## config.mk

```make
export PLATFORM = sky130hd
export DESIGN_NAME = ysyx_22040759_if_axi_bridge_flat
export DESIGN_NICKNAME = d
export VERILOG_FILES = /design/src/rtl/ysyx_22040759_if_axi_bridge_pkg.sv /design/src/rtl/ysyx_22040759_if_axi_bridge_if.sv /design/src/rtl/ysyx_22040759_axi_word_sel.sv /design/src/rtl/ysyx_22040759_if_axi_bridge.sv /design/src/flat_wrapper.sv
export SDC_FILE = /design/constraint.sdc
export NUM_CORES = 1
export LEC_CHECK = 0
export CORE_ASPECT_RATIO = 0.6
export CORE_MARGIN = 5
export CORE_UTILIZATION = 41
export CTS_BUF_LIST = sky130_fd_sc_hd__clkbuf_8
export DETAILED_ROUTE_END_ITERATION = 10
export PLACE_DENSITY = 0.83
export SLEW_MARGIN = 20
export SYNTH_ARGS = -nofsm -noshare
export SYNTH_HDL_FRONTEND = slang
export SYNTH_SLANG_ARGS = --single-unit
```

## constraint.sdc

```tcl
create_clock -name clk -period 3.01 [get_ports clk]
set_clock_uncertainty 0.05 [all_clocks]
set_input_delay 0.4515 -clock clk [delete_from_list [all_inputs] [get_ports clk]]
set_output_delay 0.4515 -clock clk [all_outputs]
set_load 0.005 [all_outputs]
```

## src/rtl/ysyx_22040759_if_axi_bridge_pkg.sv

```systemverilog
// rtl/ysyx_22040759_if_axi_bridge_pkg.sv - AXI constants, NOP encoding and FSM states for the fetch bridge
package ysyx_22040759_if_axi_bridge_pkg;

    localparam logic [2:0]  AXI_SIZE_8B     = 3'b011;
    localparam logic [1:0]  AXI_BURST_INCR  = 2'b01;
    localparam logic [1:0]  AXI_RESP_OKAY   = 2'b00;
    localparam logic [1:0]  AXI_RESP_EXOKAY = 2'b01;
    localparam logic [1:0]  AXI_RESP_SLVERR = 2'b10;
    localparam logic [1:0]  AXI_RESP_DECERR = 2'b11;
    localparam logic [31:0] NOP_ENC         = 32'h0000_0013;

    typedef enum logic [1:0] {
        ST_IDLE = 2'd0,
        ST_AR   = 2'd1,
        ST_R    = 2'd2,
        ST_RESP = 2'd3
    } state_t;

    function automatic logic resp_is_err(input logic [1:0] resp);
        return (resp == AXI_RESP_SLVERR) || (resp == AXI_RESP_DECERR);
    endfunction

endpackage

```

## src/rtl/ysyx_22040759_if_axi_bridge_if.sv

```systemverilog
// rtl/ysyx_22040759_if_axi_bridge_if.sv - single-beat AXI4 read-only bus (AR + R channels)
interface ysyx_22040759_if_axi_bridge_if #(
    parameter int AXI_ID_W = 4
);
    logic                axi_ar_valid;
    logic                axi_ar_ready;
    logic [63:0]         axi_ar_addr;
    logic [AXI_ID_W-1:0] axi_ar_id;
    logic [7:0]          axi_ar_len;
    logic [2:0]          axi_ar_size;
    logic [1:0]          axi_ar_burst;
    logic                axi_r_valid;
    logic                axi_r_ready;
    logic [63:0]         axi_r_data;
    logic [1:0]          axi_r_resp;
    logic                axi_r_last;
    logic [AXI_ID_W-1:0] axi_r_id;

    modport master (
        output axi_ar_valid, axi_ar_addr, axi_ar_id, axi_ar_len, axi_ar_size, axi_ar_burst,
        input  axi_ar_ready,
        input  axi_r_valid, axi_r_data, axi_r_resp, axi_r_last, axi_r_id,
        output axi_r_ready
    );

    modport slave (
        input  axi_ar_valid, axi_ar_addr, axi_ar_id, axi_ar_len, axi_ar_size, axi_ar_burst,
        output axi_ar_ready,
        output axi_r_valid, axi_r_data, axi_r_resp, axi_r_last, axi_r_id,
        input  axi_r_ready
    );
endinterface

```

## src/rtl/ysyx_22040759_axi_word_sel.sv

```systemverilog
// rtl/ysyx_22040759_axi_word_sel.sv - picks the 32-bit instruction out of a 64-bit beat, NOP on error
module ysyx_22040759_axi_word_sel #(
    parameter logic [31:0] NOP_INST = 32'h0000_0013
) (
    input  logic        i_hi,
    input  logic [63:0] i_data,
    input  logic        i_err,
    output logic [31:0] o_word
);
    assign o_word = i_err ? NOP_INST : (i_hi ? i_data[63:32] : i_data[31:0]);
endmodule

```

## src/rtl/ysyx_22040759_if_axi_bridge.sv

```systemverilog
// rtl/ysyx_22040759_if_axi_bridge.sv - IF fetch request to single-beat AXI4 read bridge
module ysyx_22040759_if_axi_bridge
    import ysyx_22040759_if_axi_bridge_pkg::*;
#(
    parameter int          AXI_ID_W = 4,
    parameter int          AXI_ID   = 0,
    parameter logic [31:0] NOP_INST = NOP_ENC
) (
    input  logic        clk,
    input  logic        rst,
    input  logic        i_if_valid,
    input  logic [63:0] i_inst_addr,
    output logic        o_if_ready,
    output logic [63:0] o_if_data_read,
    output logic        o_if_err,
    ysyx_22040759_if_axi_bridge_if.master axi
);
    state_t      r_state;
    logic [63:0] r_addr_q;
    logic        r_err_q;
    logic        r_ar_valid;
    logic        r_r_ready;
    logic [63:0] r_data_read;

    logic        w_ar_fire;
    logic        w_beat;
    logic        w_beat_err;
    logic        w_match;
    logic [31:0] w_word;
    logic        w_unused;

    assign w_ar_fire  = r_ar_valid && axi.axi_ar_ready;
    // Beats with a foreign ID are still acked via r_ready but never captured.
    assign w_beat     = (r_state == ST_R) && axi.axi_r_valid
                        && (axi.axi_r_id == AXI_ID_W'(AXI_ID));
    assign w_beat_err = resp_is_err(axi.axi_r_resp);
    assign w_match    = i_if_valid && (i_inst_addr == r_addr_q);
    assign w_unused   = axi.axi_r_last;

    ysyx_22040759_axi_word_sel #(
        .NOP_INST (NOP_INST)
    ) u_word_sel (
        .i_hi   (r_addr_q[2]),
        .i_data (axi.axi_r_data),
        .i_err  (w_beat_err),
        .o_word (w_word)
    );

    always_ff @(posedge clk) begin
        if (rst) begin
            r_state     <= ST_IDLE;
            r_addr_q    <= 64'd0;
            r_err_q     <= 1'b0;
            r_ar_valid  <= 1'b0;
            r_r_ready   <= 1'b0;
            r_data_read <= 64'd0;
        end else begin
            case (r_state)
                ST_IDLE: begin
                    if (i_if_valid) begin
                        r_addr_q   <= i_inst_addr;
                        r_ar_valid <= 1'b1;
                        r_state    <= ST_AR;
                    end
                end
                ST_AR: begin
                    if (w_ar_fire) begin
                        r_ar_valid <= 1'b0;
                        r_r_ready  <= 1'b1;
                        r_state    <= ST_R;
                    end
                end
                ST_R: begin
                    if (w_beat) begin
                        r_r_ready   <= 1'b0;
                        r_data_read <= {32'd0, w_word};
                        r_err_q     <= w_beat_err;
                        r_state     <= ST_RESP;
                    end
                end
                ST_RESP: begin
                    r_state <= ST_IDLE;
                end
                default: r_state <= ST_IDLE;
            endcase
        end
    end

    // The pulse is qualified by the live request so a stale response is silently dropped.
    assign o_if_ready     = (r_state == ST_RESP) && w_match;
    assign o_if_err       = o_if_ready && r_err_q;
    assign o_if_data_read = r_data_read;

    assign axi.axi_ar_valid = r_ar_valid;
    assign axi.axi_ar_addr  = {r_addr_q[63:3], 3'b000};
    assign axi.axi_ar_id    = AXI_ID_W'(AXI_ID);
    assign axi.axi_ar_len   = 8'd0;
    assign axi.axi_ar_size  = AXI_SIZE_8B;
    assign axi.axi_ar_burst = AXI_BURST_INCR;
    assign axi.axi_r_ready  = r_r_ready;
endmodule

```

## src/flat_wrapper.sv

```systemverilog
// flat-port wrapper written by rule: the top's interface ports become plain ports
module ysyx_22040759_if_axi_bridge_flat import ysyx_22040759_if_axi_bridge_pkg::*;
#(
    parameter int          AXI_ID_W = 4,
    parameter int          AXI_ID   = 0,
    parameter logic [31:0] NOP_INST = NOP_ENC
)
  (clk, rst, i_if_valid, i_inst_addr, o_if_ready, o_if_data_read, o_if_err, axi_axi_ar_valid, axi_axi_ar_addr, axi_axi_ar_id, axi_axi_ar_len, axi_axi_ar_size, axi_axi_ar_burst, axi_axi_ar_ready, axi_axi_r_valid, axi_axi_r_data, axi_axi_r_resp, axi_axi_r_last, axi_axi_r_id, axi_axi_r_ready);
  ysyx_22040759_if_axi_bridge_if #(.AXI_ID_W(AXI_ID_W)) axi_i ();
  input  logic clk;
  input  logic rst;
  input  logic i_if_valid;
  input  logic [63:0] i_inst_addr;
  output logic o_if_ready;
  output logic [63:0] o_if_data_read;
  output logic o_if_err;
  output wire logic [$bits(axi_i.axi_ar_valid)-1:0] axi_axi_ar_valid;
  output wire logic [$bits(axi_i.axi_ar_addr)-1:0] axi_axi_ar_addr;
  output wire logic [$bits(axi_i.axi_ar_id)-1:0] axi_axi_ar_id;
  output wire logic [$bits(axi_i.axi_ar_len)-1:0] axi_axi_ar_len;
  output wire logic [$bits(axi_i.axi_ar_size)-1:0] axi_axi_ar_size;
  output wire logic [$bits(axi_i.axi_ar_burst)-1:0] axi_axi_ar_burst;
  input wire logic [$bits(axi_i.axi_ar_ready)-1:0] axi_axi_ar_ready;
  input wire logic [$bits(axi_i.axi_r_valid)-1:0] axi_axi_r_valid;
  input wire logic [$bits(axi_i.axi_r_data)-1:0] axi_axi_r_data;
  input wire logic [$bits(axi_i.axi_r_resp)-1:0] axi_axi_r_resp;
  input wire logic [$bits(axi_i.axi_r_last)-1:0] axi_axi_r_last;
  input wire logic [$bits(axi_i.axi_r_id)-1:0] axi_axi_r_id;
  output wire logic [$bits(axi_i.axi_r_ready)-1:0] axi_axi_r_ready;
  assign axi_axi_ar_valid = axi_i.axi_ar_valid;
  assign axi_axi_ar_addr = axi_i.axi_ar_addr;
  assign axi_axi_ar_id = axi_i.axi_ar_id;
  assign axi_axi_ar_len = axi_i.axi_ar_len;
  assign axi_axi_ar_size = axi_i.axi_ar_size;
  assign axi_axi_ar_burst = axi_i.axi_ar_burst;
  assign axi_i.axi_ar_ready = axi_axi_ar_ready;
  assign axi_i.axi_r_valid = axi_axi_r_valid;
  assign axi_i.axi_r_data = axi_axi_r_data;
  assign axi_i.axi_r_resp = axi_axi_r_resp;
  assign axi_i.axi_r_last = axi_axi_r_last;
  assign axi_i.axi_r_id = axi_axi_r_id;
  assign axi_axi_r_ready = axi_i.axi_r_ready;
  ysyx_22040759_if_axi_bridge #(.AXI_ID_W(AXI_ID_W), .AXI_ID(AXI_ID), .NOP_INST(NOP_INST)) u_core (.clk(clk), .rst(rst), .i_if_valid(i_if_valid), .i_inst_addr(i_inst_addr), .o_if_ready(o_if_ready), .o_if_data_read(o_if_data_read), .o_if_err(o_if_err), .axi(axi_i));
endmodule
```

After elaboration in Yosys (flattened, before gate mapping)
Cells that the tools add are included.
{ "word_totals": {"out_inout_bits": 149, "ff_bits": 101, "inputBits": 140, "elab_cells": 43} }
{ "classes": {"mux": 12, "reduce_logical": 16, "n_eq_ne": 9} }
{ "ops": {"columns": ["operator", "count"], "rows": [
  ["$eq A64 B64 Y1", 1],
  ["$mux W32", 2],
  ["$reduce_and A3 Y1", 3],
  ["$eq A2 B2 Y1 const B", 4],
  ["$pmux W2 S4", 1],
  ["$logic_and A1 B1 Y1", 6],
  ["$mux W2", 3],
  ["$logic_not A4 Y1", 1],
  ["$mux W1", 4],
  ["$ne A2 B1 Y1 const B", 2],
  ["$pmux W1 S2", 2],
  ["$reduce_and A2 Y1", 2],
  ["$reduce_bool A2 Y1", 2],
  ["$eq A2 B1 Y1 const B", 1],
  ["$logic_not A2 Y1", 1],
  ["$ne A2 B2 Y1 const B", 1],
  ["$logic_or A1 B1 Y1", 1]
]} }

Logic depth before layout (Yosys ltp)
{ "depth": {"depth_word": 5, "depth_mapped": 8} }

Hierarchy
From an unflattened synthesis, not the netlist that was laid out.
{ "unflattened": {"hier_cells": 753, "area_unflattened_um2": 5765.5} }
{ "modules_own_cells": {"columns": ["module", "cells_per_inst", "n_inst", "seq_area_each_um2", "area_each_um2"], "rows": [
  ["ysyx_22040759_if_axi_bridge", 682, 1, 2021.9, 5237.5],
  ["ysyx_22040759_axi_word_sel", 71, 1, 0.0, 528.0]
]} }

Worst setup path after synthesis
No wires, ideal clock.
{ "synth_path": {"path_kind": "input to output", "start": "in i_inst_addr[21]", "end": "out o_if_err", "required_time_ns": 2.508, "arrival_ns": 1.987, "path_buffers": 0, "path_slack_ns": 0.522, "stages": 5, "path_cell_list": "xnor2_1 > o2111ai_1 > or4_1 > or4_4 > nor4_2"} }
{ "synth_between": {"elab_chain_cells": 4} }
{ "synth_rtl": {"columns": ["element", "line_no", "text"], "rows": [
  ["start, declared", "flat_wrapper.sv:13", "input logic [63:0] i_inst_addr;"],
  ["$eq A64 B64 Y1", "ysyx_22040759_if_axi_bridge.sv:37", "assign w_match = i_if_valid && (i_inst_addr == r_addr_q);"],
  ["$logic_and A1 B1 Y1", "ysyx_22040759_if_axi_bridge.sv:37", null],
  ["$logic_and A1 B1 Y1", "ysyx_22040759_if_axi_bridge.sv:90", "assign o_if_ready = (r_state == ST_RESP) && w_match;"],
  ["$logic_and A1 B1 Y1", "ysyx_22040759_if_axi_bridge.sv:91", "assign o_if_err = o_if_ready && r_err_q;"],
  ["end, declared", "flat_wrapper.sv:16", "output logic o_if_err;"]
]} }
Every way passes these cells.

Worst setup path in the final report
{ "layout_path": {"start": "in i_inst_addr[7]", "end": "out o_if_err"} }
The elaborated chain is that of the path after synthesis.

==> flow_summary.toml <==
[outcome]
status = "completed"

[floorplan]
die_area_um2 = 16100
die_width_um = 161
io-pin-count = 289
std_cell_rows = 33
die_y_um = 100
initial_core_util_pct = 41.3
coreArea_um2 = 13500

[cells_and_area]
final_area_um2 = 7840
layout-drive-gt1-share_pct = 7.59
n_antenna_cell = 0
stdcell_count = 1071
syn_to_final_growth_pct = 40.5
final_nets = 1036
post-route-util_pct = 58.0

[power_and_ir_drop]
irDropWorstVdd_uv = 338
leakage_nw = 3.01
p_per_area_nw_per_um2 = 532

[drt]
drt_iter0_markers = 278
drc_errors = 0
drtPass1Iterations = 4
via_per_inst = 4.66
num_vias = 4991
ant_nets = 0
wl_um = 17200
wire_per_inst_um = 16.0

[job]
max_cap_violations = 0

[placement]
dpl.cell_count = 1055
port_buffers = 234
pre_cts_ws_ps = -725
hpwl_um = 13400
dpl_cell_area_um2 = 7610
gp_congestion = 0.833

[critical_path]
path_depth = 8
startpoint = "i_inst_addr[7]"
cp-end-kind = "primary output"
rr_worst_depth = 8
rr_startpoint = "u_core.r_state[0]"
path_cells = "clkdlybuf4s15_1, xnor2_2, buf_4, nand4_1, or4_4, or4_4, nor4_2, buf_2"
critPathMaxStageDelay_ps = 560
critPathKind = "in2out"
critPathArrivalTime_ps = 2460
crit_family = "simple AND/OR/NAND/NOR gates"
cp_slowest_cell = "or4_4"
crit_top_cell = "or4_4"
worst_ep_required_time_ps = 2510
worst-path-buf-inv = 3
cp_max_fo = 2
startpoint_type = "input pin"

[hold_path]
hold_path.class = "in2reg"
min_from = "i_inst_addr[9]"
holdPathStages = 3

[clock_tree]
ctsHtreeMaxLevel = 3
clk_latency_ps = 360
cts_buffers = 9
clock-sinks = 101
cts_root_buf = "clkbuf_8"
post_cts.repair.setup_buffers = 0
cts.clk_slew.worst_paths_ps = 100
cts_tree = "built"
clk_path_buf_depth = 2

[logic_synthesis]
syn_area_per_cell_um2 = 7.82
netlist_area_um2 = 5580
synth_edf_count = 0
synth_cell_type_count = 36
synth.yosys.warnings = 0
synth_seq_cells = 101
yosysSeqAreaShare_pct = 36.2
synth_cells = 713
synth-main-ff-cell = "dfxtp_1"
async_reset_ff_share_pct = 0

[global_route]
grt_start_max_net_pins = 68
met1_usage_pct = 27.5
grt_overflow = 0
antenna_found_initial = 0
grt_util_met3_pct = 6.77
grt_busiest_layer = "met2"
grt_usage_pct = 20.5
grt_pass1_vias = 4839
grt_pass1_wl_um = 26300
use_met2_pct = 32.5

[sta]
finalSetupViolCount = 0
finalCritPeriodShare_pct = 98.5
hold_viol = 0
worst_pin_slew_ps = 621
slew_violations = 0
postLayoutSetupSlackWorst_ps = 44.1
max_freq_mhz = 337
finalCriticalPeriod_ps = 2970
rsz0062_at_grt = "true"
max_slew_margin_pct = 58.5
metrics by stage:
step | TNS [ps] | power, mW | hold WS, ps
floorplan | 0 | 2.74 | 399
global route | -58.0 | 4.47 | 314
CTS | 0 | 4.23 | 411
finish | 0 | 4.17 | 330
detailed placement | -1390 | 3.37 | 418
global placement | -1350 | 3.33 | 404
flip-flops by register name (all words and copies together) (netlist names):
register and cells:
u_core.o_if_data_read 32, u_core.r_err_q 1, u_core.axi.axi_r_ready 1, u_core.axi.axi_ar_valid 1
u_core.r_addr_q 64, u_core.r_state 2
routing by layer:
layer | vias up | part of all wire, %
li1 | 2538 | -
met1 | 2292 | 45
met2 | 148 | 46
met3 | 13 | 8.7
met4 | 0 | 0.79
met5 | - | 0
timing repair:
item | CTS | global route
gates resized for setup | 20 | 8
pin swaps | 6 | 4
endpoints found under the hold margin | 0 | 0
endpoints found under the setup margin | 2 | 2
hold buffers | 0 | 0
worst paths after layout:
kind	end	slack, ps
setup reg to reg	u_core.r_state[0]	870
setup / recovery	o_if_err	40
hold reg to reg	u_core.r_addr_q[0]	430
hold / removal	u_core.r_addr_q[9]	330
tightest hold or removal path, cell delays in order:
cell	delay (ps)
dlymetal6s2s_1	140
nand2_1	60
a21oi_1	50
logic make-up (layout without fill, tap and decap cells):
| logic type | count (synthesis) | count (layout) | share of synthesized area, % |
|---|---|---|---|
| XOR/XNOR | 50 | 50 | 7.85 |
| AO/OA/AOI/OAI | 117 | 117 | 11.5 |
| adder cells (fa/ha/maj) | 5 | 5 | 1.12 |
| AND/OR/NAND/NOR | 238 | 238 | 18.6 |
| buffers and inverters | 169 | 302 | 19.0 |
| flip-flops | 101 | 101 | 36.2 |
| multiplexers | 31 | 31 | 5.56 |
| other | 2 | 52 | 0.135 |
final cells by class:
class,count,area [um^2]
fill,1257,5670
multi-input combinational,493,2740
timing repair buffer,269,2610
sequential,101,2020
tap,175,219
clock buffer,11,151
inverter,17,63.8
clock inverter,5,36.3
synth_stat cells (4+ instances only):
library cell | count | share of area [%]
buf_4 | 113 | 15
nand4_1 | 8 | 0.90
nor4_1 | 7 | 0.79
nor2b_1 | 10 | 1.1
dfxtp_1 | 101 | 36
mux2i_1 | 31 | 5.6
xor2_1 | 24 | 3.8
nor3_1 | 31 | 2.8
nand2_1 | 131 | 8.8
ha_1 | 5 | 1.1
a21oi_1 | 98 | 8.8
inv_1 | 17 | 1.1
xnor2_1 | 26 | 4.1
clkbuf_1 | 31 | 2.1
o22ai_1 | 4 | 0.45
nor2_1 | 41 | 2.8
buf_1 | 8 | 0.54
report_power, final:
part	leakage (nW)	internal, mW	total [mW]	switching, mW
Clock	0.0929	0.347	0.827	0.480
Combinational	2.10	0.859	1.66	0.803
Sequential	0.825	1.52	1.68	0.159
Total	3.01	2.73	4.17	1.44
cells in the final DEF, fill, tap and decap left out, types with 2 or more instances in the layout:
cell / synthesis / final
a221oi_1: 3 / 3
nor4_1: 7 / 3
o22ai_1: 4 / 4
a21oi_1: 98 / 98
inv_1: 17 / 18
clkinv_4: 0 / 2
xnor2_1: 26 / 25
nand2_1: 131 / 130
dfxtp_1: 101 / 99
dlymetal6s2s_1: 0 / 3
nand4_1: 8 / 8
ha_1: 5 / 5
nor2b_1: 10 / 10
xor2_1: 24 / 24
clkdlybuf4s50_1: 0 / 221
nor4_2: 1 / 5
clkbuf_8: 0 / 11
conb_1: 2 / 52
nor2_1: 41 / 41
a211oi_1: 3 / 3
a2111oi_0: 3 / 3
dfxtp_2: 0 / 2
nor3b_1: 2 / 2
nor3_1: 31 / 30
or4_4: 1 / 2
buf_2: 0 / 2
mux2i_1: 31 / 31
dlygate4sd2_1: 0 / 6
clkinvlp_4: 0 / 2
buf_4: 113 / 35
Power figures use the tool's default switching activity.
==> RTL change (same flow settings) <==
`AXI_ID_W` is set to 4 in 3 places; all go to 3.
--- a/src/rtl/ysyx_22040759_if_axi_bridge_if.sv
+++ b/src/rtl/ysyx_22040759_if_axi_bridge_if.sv
@@ -1,6 +1,6 @@
 // rtl/ysyx_22040759_if_axi_bridge_if.sv - single-beat AXI4 read-only bus (AR + R channels)
 interface ysyx_22040759_if_axi_bridge_if #(
-    parameter int AXI_ID_W = 4
+    parameter int AXI_ID_W = 3
 );
     logic                axi_ar_valid;
     logic                axi_ar_ready;
--- a/src/rtl/ysyx_22040759_if_axi_bridge.sv
+++ b/src/rtl/ysyx_22040759_if_axi_bridge.sv
@@ -2,7 +2,7 @@
 module ysyx_22040759_if_axi_bridge
     import ysyx_22040759_if_axi_bridge_pkg::*;
 #(
-    parameter int          AXI_ID_W = 4,
+    parameter int          AXI_ID_W = 3,
     parameter int          AXI_ID   = 0,
     parameter logic [31:0] NOP_INST = NOP_ENC
 ) (
--- a/src/flat_wrapper.sv
+++ b/src/flat_wrapper.sv
@@ -1,7 +1,7 @@
 // flat-port wrapper written by rule: the top's interface ports become plain ports
 module ysyx_22040759_if_axi_bridge_flat import ysyx_22040759_if_axi_bridge_pkg::*;
 #(
-    parameter int          AXI_ID_W = 4,
+    parameter int          AXI_ID_W = 3,
     parameter int          AXI_ID   = 0,
     parameter logic [31:0] NOP_INST = NOP_ENC
 )
Ports: changed (resized axi_axi_ar_id and axi_axi_r_id); port bits go from 289 to 287. No check against the original RTL was run, so the function may have changed too.
==> RTL change against the unedited design <==
  * Final area is essentially flat
  * Via count grew 2.1%
  * Critical path depth is the same
  * Wire length shrank 1.3%
  * Power grew 2.5%
  * Area after synthesis grew 0.40%
  * Sequential cell count is the same
  * Worst setup slack gained 98 ps
  * Largest power group unchanged
==> RTL change: results <==
set metrics [dict create \
    placed_cells 1053 \
    synth.mux.area_fraction 0.0536 \
    r2r-end "u_core.axi.axi_r_ready" \
    dpl_cell_area_um2 7590 \
    timing.critical_path.arrival_ps 2370 \
    ys_seq_area_frac 0.361 \
    max-vdd-ir-drop_uv 325 \
    grtUsageTotal 0.197 \
    grt_pass1_wl_mm 25.2 \
    outcome "finished, final reports clean" \
    grt_pass1_vias 4707 \
    ys_types 35 \
    dpl.hpwl_mm 13.3 \
    p_comb_frac 0.388 \
    p_leak_uw 0.00289 \
    power.switching_uw 1490 \
    worst_hold_path.endpoint "u_core.r_addr_q[22]" \
    cts_resized 8 \
    startpoint "i_inst_addr[26]" \
    synth.area.top_cells "dfxtp_1, buf_4, nand2_1" \
    drt_iter0_markers 323 \
    yosys-top-cells-count "nand2_1, buf_4, dfxtp_1" \
    worst_pin_slew_ps 738 \
    gp_congestion 0.844 \
    synth_xor_area_frac 0.0719 \
    hold_slack_ps 358 \
    p_clk_frac 0.214 \
    slowest_stage "clkdlybuf4s50_1" \
    drive_gt1_frac 0.0647 \
]
==> RTL change: final cells by class <==
| type | count | area, um2 |
|---|---|---|
| Clock buffer | 9 | 124 |
| Timing Repair Buffer | 262 | 2590 |
| Sequential cell | 101 | 2020 |
| Fill cell | 1241 | 5660 |
| Inverter | 21 | 78.8 |
| Clock inverter | 7 | 81.3 |
| Multi-Input combinational cell | 496 | 2720 |
| Tap cell | 175 | 219 |
==> RTL change: layer usage <==
layer  wire (um)  vias up  global-route usage
met4          85        0              0.0321
met2        7560      172               0.305
li1            -     2552                   -
met1        7850     2365               0.272
met3        1450        9              0.0682
met5           0        -                   0
==> RTL change: stage by stage <==
stage | worst slack (ps) | TNS (ps) | utilization
detailed placement | -301 | -564 | 0.562
global route | 1.53 | 0 | 0.581
global placement | -279 | -498 | 0.562
CTS | 12.2 | 0 | 0.578
floorplan | 1150 | 0 | -
finish | 142 | 0 | 0.581
